[config.mk]
export PLATFORM = sky130hd
export DESIGN_NAME = uart_word_xcvr_flat
export DESIGN_NICKNAME = d
export VERILOG_FILES = /design/src/rtl/uart_word_xcvr_if.sv /design/src/rtl/uart_word_xcvr.sv /design/src/flat_wrapper.sv
export SDC_FILE = /design/constraint.sdc
export NUM_CORES = 1
export LEC_CHECK = 0
export ABC_CLOCK_PERIOD_IN_PS = 3100
export CAP_MARGIN = 20
export CORE_AREA = 10 10 117 119
export CTS_CLUSTER_DIAMETER = 60
export CTS_CLUSTER_SIZE = 24
export DETAILED_ROUTE_END_ITERATION = 7
export DIE_AREA = 0 0 127 129
export GPL_ROUTABILITY_DRIVEN = 1
export PLACE_DENSITY = 0.46
export SLEW_MARGIN = 30
export SYNTH_ARGS = -nofsm -noshare
export SYNTH_HDL_FRONTEND = slang
export SYNTH_SLANG_ARGS = --single-unit
export TNS_END_PERCENT = 5
[constraint.sdc]
create_clock -name clk -period 3.1 [get_ports clk]
set_clock_uncertainty 0.2 [all_clocks]
set_input_delay 0.62 -clock clk [delete_from_list [all_inputs] [get_ports clk]]
set_output_delay 0.62 -clock clk [all_outputs]
set_load 0.05 [all_outputs]
[src/rtl/uart_word_xcvr_if.sv]
// Command / serial / receive-word bundle shared by the UART transceiver and
// whatever drives it. The slave modport is the transceiver's view.
interface uart_word_xcvr_if #(
    parameter int DATA_W = 8,
    parameter int WORDS  = 2
);
    logic [DATA_W*WORDS-1:0] cmd_in;
    logic                    cmd_vld;
    logic                    cmd_rdy;
    logic                    tx;
    logic                    rx;
    logic                    read_vld;
    logic [DATA_W-1:0]       read_data;
    logic                    read_perr;
    logic                    read_ferr;

    modport master (
        output cmd_in, cmd_vld, rx,
        input  cmd_rdy, tx, read_vld, read_data, read_perr, read_ferr
    );

    modport slave (
        input  cmd_in, cmd_vld, rx,
        output cmd_rdy, tx, read_vld, read_data, read_perr, read_ferr
    );
endinterface

[src/rtl/uart_word_xcvr.sv]
// Full-duplex UART transceiver.
// TX serialises a WORDS x DATA_W command as back-to-back frames, most
// significant word first. RX deserialises frames with mid-bit sampling and
// delivers one word at a time with parity and framing error flags.
module uart_word_xcvr #(
    parameter int CLKS_PER_BIT = 16,
    parameter int DATA_W       = 8,
    parameter int WORDS        = 2,
    parameter int PARITY       = 1,
    parameter int STOP_BITS    = 1
) (
    input  logic             clk,
    input  logic             rst_n,
    uart_word_xcvr_if.slave  bus
);

    localparam int CNT_W = $clog2(CLKS_PER_BIT);
    localparam int BIT_W = $clog2(DATA_W) + 1;
    localparam int WRD_W = $clog2(WORDS) + 1;
    localparam int CMD_W = DATA_W * WORDS;

    localparam logic [CNT_W-1:0] BAUD_LAST = CNT_W'(CLKS_PER_BIT - 1);
    localparam logic [CNT_W-1:0] HALF_LAST = CNT_W'(CLKS_PER_BIT / 2 - 1);
    localparam logic [BIT_W-1:0] DATA_LAST = BIT_W'(DATA_W - 1);
    localparam logic [BIT_W-1:0] STOP_LAST = BIT_W'(STOP_BITS - 1);

    typedef enum logic [2:0] {
        S_IDLE,
        S_START,
        S_DATA,
        S_PAR,
        S_STOP
    } state_t;

    // Parity bit for a word: odd parity makes the total count of ones odd.
    function automatic logic parity_bit(input logic [DATA_W-1:0] d);
        return (PARITY == 1) ? ~^d : ^d;
    endfunction

    // ------------------------------------------------------------------
    // Transmitter state
    // ------------------------------------------------------------------
    state_t              tx_state_q, tx_state_d;
    logic [CNT_W-1:0]    tx_baud_q,  tx_baud_d;
    logic [BIT_W-1:0]    tx_bit_q,   tx_bit_d;
    logic [WRD_W-1:0]    tx_left_q,  tx_left_d;
    logic [DATA_W-1:0]   tx_sh_q,    tx_sh_d;
    logic                tx_par_q,   tx_par_d;
    logic [CMD_W-1:0]    cmd_q,      cmd_d;
    logic                tx_q,       tx_d;
    logic                rdy_q,      rdy_d;
    logic                tx_baud_end;

    assign tx_baud_end = (tx_baud_q == BAUD_LAST);

    // TX next state: walks each frame bit, then chains straight into the next word.
    always_comb begin
        tx_state_d = tx_state_q;
        tx_baud_d  = (tx_state_q == S_IDLE) ? '0 : tx_baud_q + 1'b1;
        tx_bit_d   = tx_bit_q;
        tx_left_d  = tx_left_q;
        tx_sh_d    = tx_sh_q;
        tx_par_d   = tx_par_q;
        cmd_d      = cmd_q;
        tx_d       = tx_q;
        rdy_d      = rdy_q;

        case (tx_state_q)
            S_IDLE: begin
                if (bus.cmd_vld && rdy_q) begin
                    // Top word goes out first; remaining words shift up behind it.
                    tx_state_d = S_START;
                    tx_baud_d  = '0;
                    tx_d       = 1'b0;
                    rdy_d      = 1'b0;
                    tx_sh_d    = bus.cmd_in[CMD_W-1 -: DATA_W];
                    tx_par_d   = parity_bit(bus.cmd_in[CMD_W-1 -: DATA_W]);
                    cmd_d      = bus.cmd_in << DATA_W;
                    tx_left_d  = WRD_W'(WORDS - 1);
                end
            end
            S_START: begin
                if (tx_baud_end) begin
                    tx_state_d = S_DATA;
                    tx_baud_d  = '0;
                    tx_bit_d   = '0;
                    tx_d       = tx_sh_q[0];
                end
            end
            S_DATA: begin
                if (tx_baud_end) begin
                    tx_baud_d = '0;
                    if (tx_bit_q == DATA_LAST) begin
                        if (PARITY != 0) begin
                            tx_state_d = S_PAR;
                            tx_d       = tx_par_q;
                        end else begin
                            tx_state_d = S_STOP;
                            tx_bit_d   = '0;
                            tx_d       = 1'b1;
                        end
                    end else begin
                        tx_bit_d = tx_bit_q + 1'b1;
                        tx_sh_d  = tx_sh_q >> 1;
                        tx_d     = tx_sh_q[1];
                    end
                end
            end
            S_PAR: begin
                if (tx_baud_end) begin
                    tx_state_d = S_STOP;
                    tx_baud_d  = '0;
                    tx_bit_d   = '0;
                    tx_d       = 1'b1;
                end
            end
            S_STOP: begin
                if (tx_baud_end) begin
                    tx_baud_d = '0;
                    if (tx_bit_q == STOP_LAST) begin
                        if (tx_left_q != '0) begin
                            // No idle gap: next start bit follows the last stop bit directly.
                            tx_state_d = S_START;
                            tx_d       = 1'b0;
                            tx_sh_d    = cmd_q[CMD_W-1 -: DATA_W];
                            tx_par_d   = parity_bit(cmd_q[CMD_W-1 -: DATA_W]);
                            cmd_d      = cmd_q << DATA_W;
                            tx_left_d  = tx_left_q - 1'b1;
                        end else begin
                            tx_state_d = S_IDLE;
                            tx_d       = 1'b1;
                            rdy_d      = 1'b1;
                        end
                    end else begin
                        tx_bit_d = tx_bit_q + 1'b1;
                    end
                end
            end
            default: begin
                tx_state_d = S_IDLE;
                tx_d       = 1'b1;
                rdy_d      = 1'b1;
            end
        endcase
    end

    // TX registers; tx itself is a flop so the pin never glitches.
    always_ff @(posedge clk) begin
        if (!rst_n) begin
            tx_state_q <= S_IDLE;
            tx_baud_q  <= '0;
            tx_bit_q   <= '0;
            tx_left_q  <= '0;
            tx_sh_q    <= '0;
            tx_par_q   <= 1'b0;
            cmd_q      <= '0;
            tx_q       <= 1'b1;
            rdy_q      <= 1'b1;
        end else begin
            tx_state_q <= tx_state_d;
            tx_baud_q  <= tx_baud_d;
            tx_bit_q   <= tx_bit_d;
            tx_left_q  <= tx_left_d;
            tx_sh_q    <= tx_sh_d;
            tx_par_q   <= tx_par_d;
            cmd_q      <= cmd_d;
            tx_q       <= tx_d;
            rdy_q      <= rdy_d;
        end
    end

    // ------------------------------------------------------------------
    // Receiver state
    // ------------------------------------------------------------------
    logic                rx_meta_q;
    logic                rx_s_q;
    state_t              rx_state_q, rx_state_d;
    logic [CNT_W-1:0]    rx_baud_q,  rx_baud_d;
    logic [BIT_W-1:0]    rx_bit_q,   rx_bit_d;
    logic [DATA_W-1:0]   rx_sh_q,    rx_sh_d;
    logic                rx_par_q,   rx_par_d;
    logic                rx_brk_q,   rx_brk_d;
    logic                vld_q,      vld_d;
    logic [DATA_W-1:0]   data_q,     data_d;
    logic                perr_q,     perr_d;
    logic                ferr_q,     ferr_d;
    logic                rx_baud_end;

    assign rx_baud_end = (rx_baud_q == BAUD_LAST);

    // Two-flop synchroniser for the asynchronous serial input; idles high.
    always_ff @(posedge clk) begin
        if (!rst_n) begin
            rx_meta_q <= 1'b1;
            rx_s_q    <= 1'b1;
        end else begin
            rx_meta_q <= bus.rx;
            rx_s_q    <= rx_meta_q;
        end
    end

    // RX next state: start-edge detect, mid-bit sampling, word delivery.
    always_comb begin
        rx_state_d = rx_state_q;
        rx_baud_d  = (rx_state_q == S_IDLE) ? '0 : rx_baud_q + 1'b1;
        rx_bit_d   = rx_bit_q;
        rx_sh_d    = rx_sh_q;
        rx_par_d   = rx_par_q;
        rx_brk_d   = rx_brk_q;
        vld_d      = 1'b0;
        data_d     = data_q;
        perr_d     = perr_q;
        ferr_d     = ferr_q;

        case (rx_state_q)
            S_IDLE: begin
                // After a framing error the line must return high before re-arming.
                if (rx_brk_q) begin
                    if (rx_s_q) begin
                        rx_brk_d = 1'b0;
                    end
                end else if (!rx_s_q) begin
                    rx_state_d = S_START;
                end
            end
            S_START: begin
                if (rx_baud_q == HALF_LAST) begin
                    rx_baud_d = '0;
                    if (rx_s_q) begin
                        rx_state_d = S_IDLE;
                    end else begin
                        rx_state_d = S_DATA;
                        rx_bit_d   = '0;
                    end
                end
            end
            S_DATA: begin
                if (rx_baud_end) begin
                    rx_baud_d = '0;
                    rx_sh_d   = {rx_s_q, rx_sh_q[DATA_W-1:1]};
                    if (rx_bit_q == DATA_LAST) begin
                        rx_state_d = (PARITY != 0) ? S_PAR : S_STOP;
                    end else begin
                        rx_bit_d = rx_bit_q + 1'b1;
                    end
                end
            end
            S_PAR: begin
                if (rx_baud_end) begin
                    rx_baud_d  = '0;
                    rx_par_d   = rx_s_q;
                    rx_state_d = S_STOP;
                end
            end
            S_STOP: begin
                if (rx_baud_end) begin
                    // Only the first stop bit is checked; go idle to catch the next edge.
                    rx_baud_d  = '0;
                    rx_state_d = S_IDLE;
                    vld_d      = 1'b1;
                    data_d     = rx_sh_q;
                    perr_d     = (PARITY != 0) && (rx_par_q != parity_bit(rx_sh_q));
                    ferr_d     = ~rx_s_q;
                    rx_brk_d   = ~rx_s_q;
                end
            end
            default: begin
                rx_state_d = S_IDLE;
            end
        endcase
    end

    // RX registers, including the delivered word and its flags.
    always_ff @(posedge clk) begin
        if (!rst_n) begin
            rx_state_q <= S_IDLE;
            rx_baud_q  <= '0;
            rx_bit_q   <= '0;
            rx_sh_q    <= '0;
            rx_par_q   <= 1'b0;
            rx_brk_q   <= 1'b0;
            vld_q      <= 1'b0;
            data_q     <= '0;
            perr_q     <= 1'b0;
            ferr_q     <= 1'b0;
        end else begin
            rx_state_q <= rx_state_d;
            rx_baud_q  <= rx_baud_d;
            rx_bit_q   <= rx_bit_d;
            rx_sh_q    <= rx_sh_d;
            rx_par_q   <= rx_par_d;
            rx_brk_q   <= rx_brk_d;
            vld_q      <= vld_d;
            data_q     <= data_d;
            perr_q     <= perr_d;
            ferr_q     <= ferr_d;
        end
    end

    assign bus.cmd_rdy   = rdy_q;
    assign bus.tx        = tx_q;
    assign bus.read_vld  = vld_q;
    assign bus.read_data = data_q;
    assign bus.read_perr = perr_q;
    assign bus.read_ferr = ferr_q;

endmodule
[src/flat_wrapper.sv]
// flat-port wrapper written by rule: the top's interface ports become plain ports
module uart_word_xcvr_flat 
#(
    parameter int CLKS_PER_BIT = 16,
    parameter int DATA_W       = 8,
    parameter int WORDS        = 2,
    parameter int PARITY       = 1,
    parameter int STOP_BITS    = 1
)
  (clk, rst_n, bus_cmd_in, bus_cmd_vld, bus_rx, bus_cmd_rdy, bus_tx, bus_read_vld, bus_read_data, bus_read_perr, bus_read_ferr);
  uart_word_xcvr_if #(.DATA_W(DATA_W), .WORDS(WORDS)) bus_i ();
  input  logic clk;
  input  logic rst_n;
  input wire logic [$bits(bus_i.cmd_in)-1:0] bus_cmd_in;
  input wire logic [$bits(bus_i.cmd_vld)-1:0] bus_cmd_vld;
  input wire logic [$bits(bus_i.rx)-1:0] bus_rx;
  output wire logic [$bits(bus_i.cmd_rdy)-1:0] bus_cmd_rdy;
  output wire logic [$bits(bus_i.tx)-1:0] bus_tx;
  output wire logic [$bits(bus_i.read_vld)-1:0] bus_read_vld;
  output wire logic [$bits(bus_i.read_data)-1:0] bus_read_data;
  output wire logic [$bits(bus_i.read_perr)-1:0] bus_read_perr;
  output wire logic [$bits(bus_i.read_ferr)-1:0] bus_read_ferr;
  assign bus_i.cmd_in = bus_cmd_in;
  assign bus_i.cmd_vld = bus_cmd_vld;
  assign bus_i.rx = bus_rx;
  assign bus_cmd_rdy = bus_i.cmd_rdy;
  assign bus_tx = bus_i.tx;
  assign bus_read_vld = bus_i.read_vld;
  assign bus_read_data = bus_i.read_data;
  assign bus_read_perr = bus_i.read_perr;
  assign bus_read_ferr = bus_i.read_ferr;
  uart_word_xcvr #(.CLKS_PER_BIT(CLKS_PER_BIT), .DATA_W(DATA_W), .WORDS(WORDS), .PARITY(PARITY), .STOP_BITS(STOP_BITS)) u_core (.clk(clk), .rst_n(rst_n), .bus(bus_i));
endmodule
==> out/results.tsv, run 1 <==
stage	metric	value	unit
global_route	grt_usage	0.103	
critical_path	end_kind	primary output	
critical_path	cp_num_buf_inv	1	
logic_synthesis	yosysMostFrequentCell	dfxtp_1	
timing	finalCritPeriodShare	0.766	
critical_path	worstPathMaxFanout	5	
timing	tns	0	ns
final_layout	final_cell_area	4120	um^2
route	vias	2912	
global_route	grt_pass1_wl	13800	um
critical_path	cp-start-kind	flip-flop	
cts	holdBufCountCts	0	
logic_synthesis	synth_area_leaders	dfxtp_1 (39%), nand2_1 (5.9%), xnor2_1 (5.2%), a21oi_1 (4.8%), nand2b_1 (4.3%)	
critical_path	cp_cell_sequence	clkdlybuf4s50_1	
critical_path	required	2.28	ns
logic_synthesis	ys_ff_latch	66	
logic_synthesis	synth-edff-count	0	
logic_synthesis	yosys-top-cells-count	dfxtp_1 (66), nand2_1 (53), a21oi_1 (32), nor2_1 (32), nand2b_1 (23)	
route	wire_per_inst	14.0	um
final_layout	layout.cells.non_filler	583	
pwr	p_switching	660	uW
logic_synthesis	syn_area	3370	um^2
critical_path	r2r_slack	0.74	ns
floorplan	initial_core_util	0.298	
logic_synthesis	synth_warnings	0	
pwr	p_per_area	573	nW/um^2
logic_synthesis	synthArstFlopShare	0	
floorplan	dieArea	16400	um^2
hold_path	min_path_type	reg2reg	
floorplan	rows	39	
critical_path	arrival	1.55	ns
timing	tightest_slew	0.716	ns
route	ant_nets	0	
final_layout	regArea	1320	um^2
pwr	clkPwrFrac	0.439	
logic_synthesis	synth-main-ff-cell	dfxtp_1	
logic_synthesis	yosys.area.top_type	dfxtp_1	
final_layout	nets	461	
final_layout	utilization	0.364	
timing	relSlewSlack	0.522	
place	port_buffers	32	
route	drc	0	
critical_path	critical-path-top-delay-family	buffers and inverters	
route	dr.pass1.iters	4	
cts	cts.path.max_buffers	2	
pwr	seqPwrFrac	0.407	
job	cap_violations	0	
global_route	grt_overflow_total	0	
logic_synthesis	ys_seq_area_frac	0.392	
final_layout	drive_gt1_frac	0.0795	
place	dp_hpwl	5590	um
global_route	grt_max_degree	34	
cts	cts_setup_buffers	0	
final_layout	areaGrowthSynthToFinish	22.2	%
place	place_inst	567	
logic_synthesis	synth_nets	436	
pwr	p_leak	1.48	nW
timing	slew_viol_final	0	
route	routed_via_density	4.99	
floorplan	dieWidth	127	um
pwr	p_int	1.70	mW
floorplan	die_h	129	um
pwr	vdd_drop_max	0.259	mV
critical_path	cp_slowest_cell	clkdlybuf4s50_1	
cts	path_clk_slew	0.06	ns
cts	clk_latency	0.34	ns
final_layout	n_antenna_cell	0	
cts	h-tree-depth	3	
logic_synthesis	synth_cells	410	
cts	clockRootBuffer	clkbuf_16	
critical_path	reg2reg_depth	6	
pwr	swShare	0.280	
pwr	pwr-share-comb	0.154	
route	totalWireLength	8190	um
cts	cts_buffers	9	
run_status	outcome	finished clean	
critical_path	crit_type	reg2out	
place	place.gp.congestion	0.799	
critical_path	cp_num_cells	1	
cts	cts_tree	yes	
critical_path	max_stage_delay	0.83	ns
global_route	grt_pass1_vias	2809	
global_route	antenna_found_initial	0	
timing	rsz0062_at_grt	no	
cts	cts_sinks	66	
cts	cts_resized	0	
hold_path	holdPathStages	1	
floorplan	core_area	11300	um^2
timing	period_minus_slack	2.37	ns
timing	max_freq	0.421	GHz
final_layout	fill_cells	1209	
timing	report.final.hold_viol_count	0	
timing	finalSetupViolCount	0	
final_layout	multi_input_area	1900	um^2
place	dpl_cell_area	3810	um^2
floorplan	io_pins	33	
logic_synthesis	syn_area_per_cell	8.22	um^2
route	dr.first_iter.drc_count	176	
logic_synthesis	synth.top_cell.area_share	0.392	
logic_synthesis	yosysUniqueCellTypes	52	
==> power by group through the flow <==
stage                     registers [mW]  clock network (mW)  logic, mW
after detailed placement           0.978                   0      0.365
after global routing               0.969                1.11      0.409
after floorplan                    0.955                   0      0.288
final                              0.961                1.04      0.363
after CTS                          0.960                1.07      0.366
after global placement             0.979                   0      0.365
==> state kept, by name, summed over array words and instances, names as in the netlist, 2 cells and up <==
signal	count
u_core.tx_bit_q	4
u_core.rx_bit_q	4
u_core.rx_baud_q	4
u_core.tx_baud_q	4
u_core.tx_sh_q	8
u_core.tx_state_q	3
u_core.tx_left_q	2
u_core.bus.read_data	8
u_core.rx_state_q	3
u_core.cmd_q	8
u_core.rx_sh_q	8
==> area by class of cell <==
cell class / count / area share
Inverter: 10 / 0.00912
Clock buffer: 9 / 0.0547
Tap cell: 143 / 0.0435
Timing Repair Buffer: 39 / 0.0906
Multi-Input combinational cell: 309 / 0.462
Sequential cell: 66 / 0.321
Clock inverter: 7 / 0.0191
==> per-stage QoR <==
step                      hold slack (ns)  power, mW  worst slack [ns]
final                               0.216       2.36             0.727
after floorplan                     0.186       1.24             0.968
after CTS                           0.221       2.40             0.700
after detailed placement            0.212       1.34             0.685
after global routing                0.234       2.49             0.526
after global placement              0.196       1.34             0.703
==> worst paths after layout <==
kind                        startpoint                end
setup reg to reg  u_core.tx_state_q[0]  u_core.tx_sh_q[7]
hold / removal        u_core.rx_meta_q      u_core.rx_s_q
setup / recovery    u_core.bus.cmd_rdy        bus_cmd_rdy
hold reg to reg       u_core.rx_meta_q      u_core.rx_s_q
==> layer usage <==
layer	global-route usage	part of all wire	vias up
met4	0.0308	0.013	0
met5	0	0	-
met2	0.166	0.48	52
met1	0.119	0.45	1376
li1	-	-	1473
met3	0.0476	0.058	11
==> cells by family (layout without fill, tap and decap cells) <==
group	Yosys count	in the layout	synth area share
and+or+nand+nor	173	173	0.262
AOI/OAI and AO/OA	89	89	0.168
DFF	66	66	0.392
adders and majority gates	6	6	0.0223
xor gates and xnor gates	28	28	0.0728
buffers and inverters	35	65	0.0434
muxes	13	13	0.0390
==> placed cells by master (no fill, tap or decap), types with 2 or more instances in the layout <==
cell type | netlist | layout
a211oi_1 | 5 | 5
a21oi_1 | 32 | 32
a31oi_1 | 4 | 4
and2_1 | 11 | 11
and3_1 | 5 | 5
buf_4 | 0 | 7
clkbuf_16 | 0 | 9
clkdlybuf4s50_1 | 0 | 32
clkinv_4 | 0 | 2
clkinvlp_4 | 0 | 3
dfxtp_1 | 66 | 66
ha_1 | 6 | 6
inv_1 | 10 | 10
mux2i_1 | 12 | 12
nand2_1 | 53 | 53
nand2b_1 | 23 | 23
nand3_1 | 20 | 20
nand3b_1 | 4 | 4
nor2_1 | 32 | 32
nor3_1 | 5 | 5
nor3b_1 | 2 | 2
o21a_1 | 2 | 2
o21ai_0 | 17 | 17
o21bai_1 | 2 | 2
o221ai_1 | 8 | 8
o22ai_1 | 9 | 9
or2_2 | 2 | 2
or3_1 | 3 | 3
or4_1 | 2 | 2
xnor2_1 | 20 | 20
xor2_1 | 8 | 8
No activity file was read; power rests on OpenSTA's default activity.
==> run 2, diff against run 1 <==
ABC_CLOCK_PERIOD_IN_PS = 2400   (was 3100)
clock period = 2.4 ns   (was 3.1 ns; I/O delays follow)
==> run 2 against run 1 <==
Compared with the run above: utilization grew 0.82 points; power rose by 33%; sequential power up 27%; critical path depth stayed put; sequential cell count unchanged; cell count grew 1.2%; clock power rose by 35%; critical path type unchanged; worst hold slack about the same; count of clock-buffer cells in the layout unchanged; global-route usage decreased by 0.14 points; die area is the same.
==> out/results.tsv, run 2 (synthesis results as in run 1) <==
stage	metric	value	unit
run_status	outcome	finished clean	
final_layout	nets	468	
critical_path	cp-start-kind	flip-flop	
critical_path	r2r_slack	0.22	ns
critical_path	arrival	1.54	ns
critical_path	cp_num_buf_inv	1	
final_layout	mostFrequentLayoutCells	dfxtp_1 (66), nand2_1 (53), nor2_1 (32), a21oi_1 (32), clkdlybuf4s50_1 (32)	
timing	holdWs	0.216	ns
place	preCtsSetupSlack	0.151	ns
timing	tightest_slew	0.563	ns
final_layout	layout.cells.non_filler	590	
cts	cts_tree	yes	
timing	rsz0062_at_grt	no	
timing	finalSetupViolCount	0	
route	drc	0	
timing	worst_slack	0.180	ns
cts	cts_buffers	9	
pwr	vdd_drop_max	0.379	mV
critical_path	reg2reg_depth	7	
pwr	p_leak	1.54	nW
floorplan	io_pins	33	
cts	path_clk_slew	0.06	ns
critical_path	cp_slowest_cell	clkdlybuf4s50_1	
pwr	p_total	3.13	mW
job	cap_violations	0	
route	dr.pass1.iters	4	
critical_path	r2r_end	u_core.tx_left_q[1]	
floorplan	core_area	11300	um^2
route	totalWireLength	8060	um
final_layout	areaGrowthSynthToFinish	24.9	%
floorplan	dieWidth	127	um
global_route	grt_pass1_wl	13800	um
route	dr.first_iter.drc_count	182	
final_layout	utilization	0.372	
final_layout	n_antenna_cell	0	
timing	tns	0	ns
critical_path	critPathLaunch	u_core.bus.cmd_rdy	
critical_path	cp-endpoint	bus_cmd_rdy	
global_route	grt_overflow_total	0	
timing	slew_viol_final	0	
timing	period_minus_slack	2.22	ns
critical_path	crit_type	reg2out	
hold_path	min_path_type	reg2reg	
final_layout	final_common_cell	dfxtp_1	
critical_path	cp_num_cells	1	
place	dpl_cell_area	3890	um^2
cts	holdBufCountCts	0	
final_layout	final_cell_area	4210	um^2
critical_path	regToRegStartpoint	u_core.tx_baud_q[0]	
cts	cts_setup_buffers	0	
critical_path	required	1.72	ns
floorplan	initial_core_util	0.298	
floorplan	die_h	129	um
place	place.gp.congestion	0.800	
place	dp_hpwl	5620	um
route	vias	2879	
cts	h-tree-depth	3	
global_route	grt_max_degree	34	
cts	cts_resized	0	
cts	clockRootBuffer	clkbuf_16	
critical_path	critical-path-top-delay-family	buffers and inverters	
pwr	p_per_area	744	nW/um^2
cts	cts_sinks	66	
global_route	grt_usage	0.101	
timing	max_freq	0.450	GHz
final_layout	drive_gt1_frac	0.0940	
timing	report.final.hold_viol_count	0	
route	wire_per_inst	13.7	um
critical_path	end_kind	primary output	
timing	relSlewSlack	0.620	
cts	clk_latency	0.33	ns
critical_path	cp_cell_sequence	clkdlybuf4s50_1	
route	routed_via_density	4.88	
cts	cts.path.max_buffers	2	
timing	finalCritPeriodShare	0.925	
place	place_inst	574	
place	port_buffers	32	
floorplan	rows	39	
critical_path	worstPathMaxFanout	5	
global_route	grt_pass1_vias	2795	
route	ant_nets	0	
global_route	antenna_found_initial	0	
critical_path	max_stage_delay	0.83	ns
floorplan	dieArea	16400	um^2
## run 2: where the power goes
part / switching [mW] / leakage (nW) / internal [mW]
sequential: 0.0637 / 0.536 / 1.16
clock: 0.493 / 0.151 / 0.906
combinational: 0.269 / 0.850 / 0.241
## run 2: cell type report
type / instances / area, um^2
flip-flops and latches: 66 / 1320
multi-input cells: 309 / 1900
clock buffers: 9 / 225
well taps: 143 / 179
inverters: 10 / 37.5
clock inverters: 7 / 93.8
fillers: 1198 / 7110
repair buffers: 46 / 450
## run 2: worst min path at each step
stage | start | cells after the start | slack (ns) | end
after detailed placement | u_core.rx_meta_q | 1 | 0.21 | u_core.rx_s_q
after global placement | u_core.rx_meta_q | 1 | 0.22 | u_core.rx_s_q
after floorplan | u_core.rx_meta_q | 1 | 0.19 | u_core.rx_s_q
after CTS | u_core.rx_meta_q | 1 | 0.22 | u_core.rx_s_q
final | u_core.rx_meta_q | 1 | 0.22 | u_core.rx_s_q
after global routing | u_core.rx_meta_q | 1 | 0.24 | u_core.rx_s_q
## run 2: routing by layer
layer,global-route usage,part of all wire,up-vias
li1,-,-,1482
met1,0.124,0.48,1348
met2,0.164,0.47,40
met3,0.0353,0.044,9
met4,0.0322,0.012,0
met5,0,0,-
==> run 3, diff against run 2 <==
--- a/config.mk
+++ b/config.mk
@@ -6,5 +6,5 @@
 export NUM_CORES = 1
 export LEC_CHECK = 0
-export ABC_CLOCK_PERIOD_IN_PS = 2400
+export ABC_CLOCK_PERIOD_IN_PS = 2740
 export CAP_MARGIN = 20
 export CORE_AREA = 10 10 117 119
@@ -14,4 +14,5 @@
 export DIE_AREA = 0 0 127 129
 export GPL_ROUTABILITY_DRIVEN = 1
+export GPL_TIMING_DRIVEN = 0
 export PLACE_DENSITY = 0.46
 export SLEW_MARGIN = 30
==> constraint.sdc (replaced) <==
create_clock -name clk -period 2.74 [get_ports clk]
set_clock_uncertainty 0.2 [all_clocks]
set_input_delay 0.548 -clock clk [delete_from_list [all_inputs] [get_ports clk]]
set_output_delay 0.548 -clock clk [all_outputs]
set_load 0.02 [all_outputs]
==> run 3 against run 2 <==
Compared with the run above: utilization down 0.25 points; combinational power is 9.4% lower; sequential power fell by 13%; sequential share of layout area is 0.22 points higher; register-to-register slack improved by 0.05 ns; sequential cell count is the same; clock power is 14% lower; count of clock-buffer cells in the layout increased by 1; via count rose by 3.0%.
==> out/results.tsv, run 3 (synthesis results as in run 1) <==
stage	metric	value	unit
job	cap_violations	0	
critical_path	cp_cell_sequence	ha_1 > and3_1 > and2_1 > a41oi_1 > buf_2 > mux2i_1 > nor2_1	
run_status	outcome	finished clean	
route	ant_nets	0	
critical_path	crit_type	reg2reg	
floorplan	io_pins	33	
final_layout	final_common_cell	dfxtp_1	
critical_path	max_stage_delay	0.44	ns
cts	h-tree-depth	3	
timing	tns	0	ns
cts	cts_sinks	66	
critical_path	end_kind	flip-flop	
timing	period_minus_slack	2.47	ns
timing	report.final.hold_viol_count	0	
route	wire_per_inst	14.8	um
place	place.gp.congestion	0.824	
pwr	p_leak	1.51	nW
pwr	p_per_area	653	nW/um^2
cts	path_clk_slew	0.06	ns
timing	max_freq	0.405	GHz
place	dp_hpwl	6300	um
route	routed_via_density	4.94	
cts	cts_tree	yes	
critical_path	cp_num_cells	7	
floorplan	initial_core_util	0.298	
critical_path	cp_num_buf_inv	1	
timing	slew_viol_final	0	
hold_path	holdPathStages	1	
place	port_buffers	31	
timing	holdWs	0.220	ns
critical_path	reg2reg_depth	7	
cts	clockRootBuffer	clkbuf_16	
floorplan	die_h	129	um
route	drc	0	
floorplan	core_area	11300	um^2
hold_path	min_path_type	reg2reg	
global_route	grt_pass1_wl	15200	um
cts	clk_latency	0.33	ns
global_route	antenna_found_initial	0	
final_layout	drive_gt1_frac	0.0766	
timing	rsz0062_at_grt	no	
final_layout	n_antenna_cell	0	
floorplan	rows	39	
route	vias	2964	
route	dr.first_iter.drc_count	167	
global_route	grt_overflow_total	0	
pwr	vdd_drop_max	0.285	mV
critical_path	cp-start-kind	flip-flop	
final_layout	fill_cells	1216	
place	place_inst	584	
final_layout	final_cell_area	4180	um^2
timing	finalCritPeriodShare	0.901	
critical_path	required	2.73	ns
final_layout	nets	478	
route	dr.pass1.iters	4	
global_route	grt_pass1_vias	2996	
place	dpl_cell_area	3860	um^2
critical_path	critical-path-top-delay-family	simple AND/OR/NAND/NOR gates	
final_layout	areaGrowthSynthToFinish	24.1	%
timing	relSlewSlack	0.546	
route	totalWireLength	8870	um
cts	cts_buffers	9	
cts	cts.path.max_buffers	2	
global_route	grt_max_degree	14	
timing	tightest_slew	0.680	ns
critical_path	worstPathMaxFanout	10	
place	preCtsSetupSlack	-0.144	ns
timing	worst_slack	0.271	ns
floorplan	dieArea	16400	um^2
critical_path	cp_slowest_cell	a41oi_1	
timing	finalSetupViolCount	0	
floorplan	dieWidth	127	um
critical_path	arrival	2.46	ns
final_layout	mostFrequentLayoutCells	dfxtp_1 (66), nand2_1 (53), nor2_1 (32), a21oi_1 (32), clkdlybuf4s50_1 (31)	
final_layout	layout.cells.non_filler	600	
global_route	grt_usage	0.111	
run 3: where the power goes:
group	internal [mW]	total (mW)	switching (mW)
logic	0.207	0.463	0.256
registers	1.01	1.06	0.0405
clock network	0.741	1.21	0.470
total	1.96	2.73	0.767
run 3: layout make-up:
cell class | count | area, um^2 | share of cell area
buffer | 25 | 109 | 0.0260
clock buffer | 10 | 239 | 0.0572
clock inverter | 6 | 73.8 | 0.0177
inverter | 10 | 37.5 | 0.00898
multi-input combinational | 309 | 1910 | 0.457
sequential | 66 | 1320 | 0.316
tap | 143 | 179 | 0.0428
timing repair buffer | 31 | 310 | 0.0742
run 3: metrics by stage:
stage               power, mW  utilization
global placement         1.53        0.341
finish                   2.73        0.369
global route             2.86        0.369
CTS                      2.76        0.369
floorplan                1.40            -
detailed placement       1.54        0.341
run 3: timing repair:
item                                    in CTS  in global routing
setup buffers                                0                  0
endpoints found under the setup margin       0                  8
hold buffers                                 0                  0
resized for setup                            0                  1
run 3: layer usage:
metal | vias to the layer above | wire [um] | GRT usage
met5 | - | 0 | 0
met4 | 0 | 119 | 0.0348
met3 | 11 | 330 | 0.0271
met2 | 40 | 4230 | 0.183
met1 | 1406 | 4190 | 0.140
li1 | 1507 | - | -
run 3: final timing paths:
kind         slack, ns                 from         endpoint
max               0.27  u_core.tx_baud_q[0]  u_core.cmd_q[9]
max reg2reg       0.27  u_core.tx_baud_q[0]  u_core.cmd_q[9]
min               0.22     u_core.rx_meta_q    u_core.rx_s_q
min reg2reg       0.22     u_core.rx_meta_q    u_core.rx_s_q
run 3: worst register-to-register path, cell delays in order (launching register included):
cell and delay [ns]:
dfxtp_1 0.32, ha_1 0.23, and3_1 0.25, and2_1 0.23, a41oi_1 0.45, buf_2 0.36, mux2i_1 0.23, nor2_1 0.05
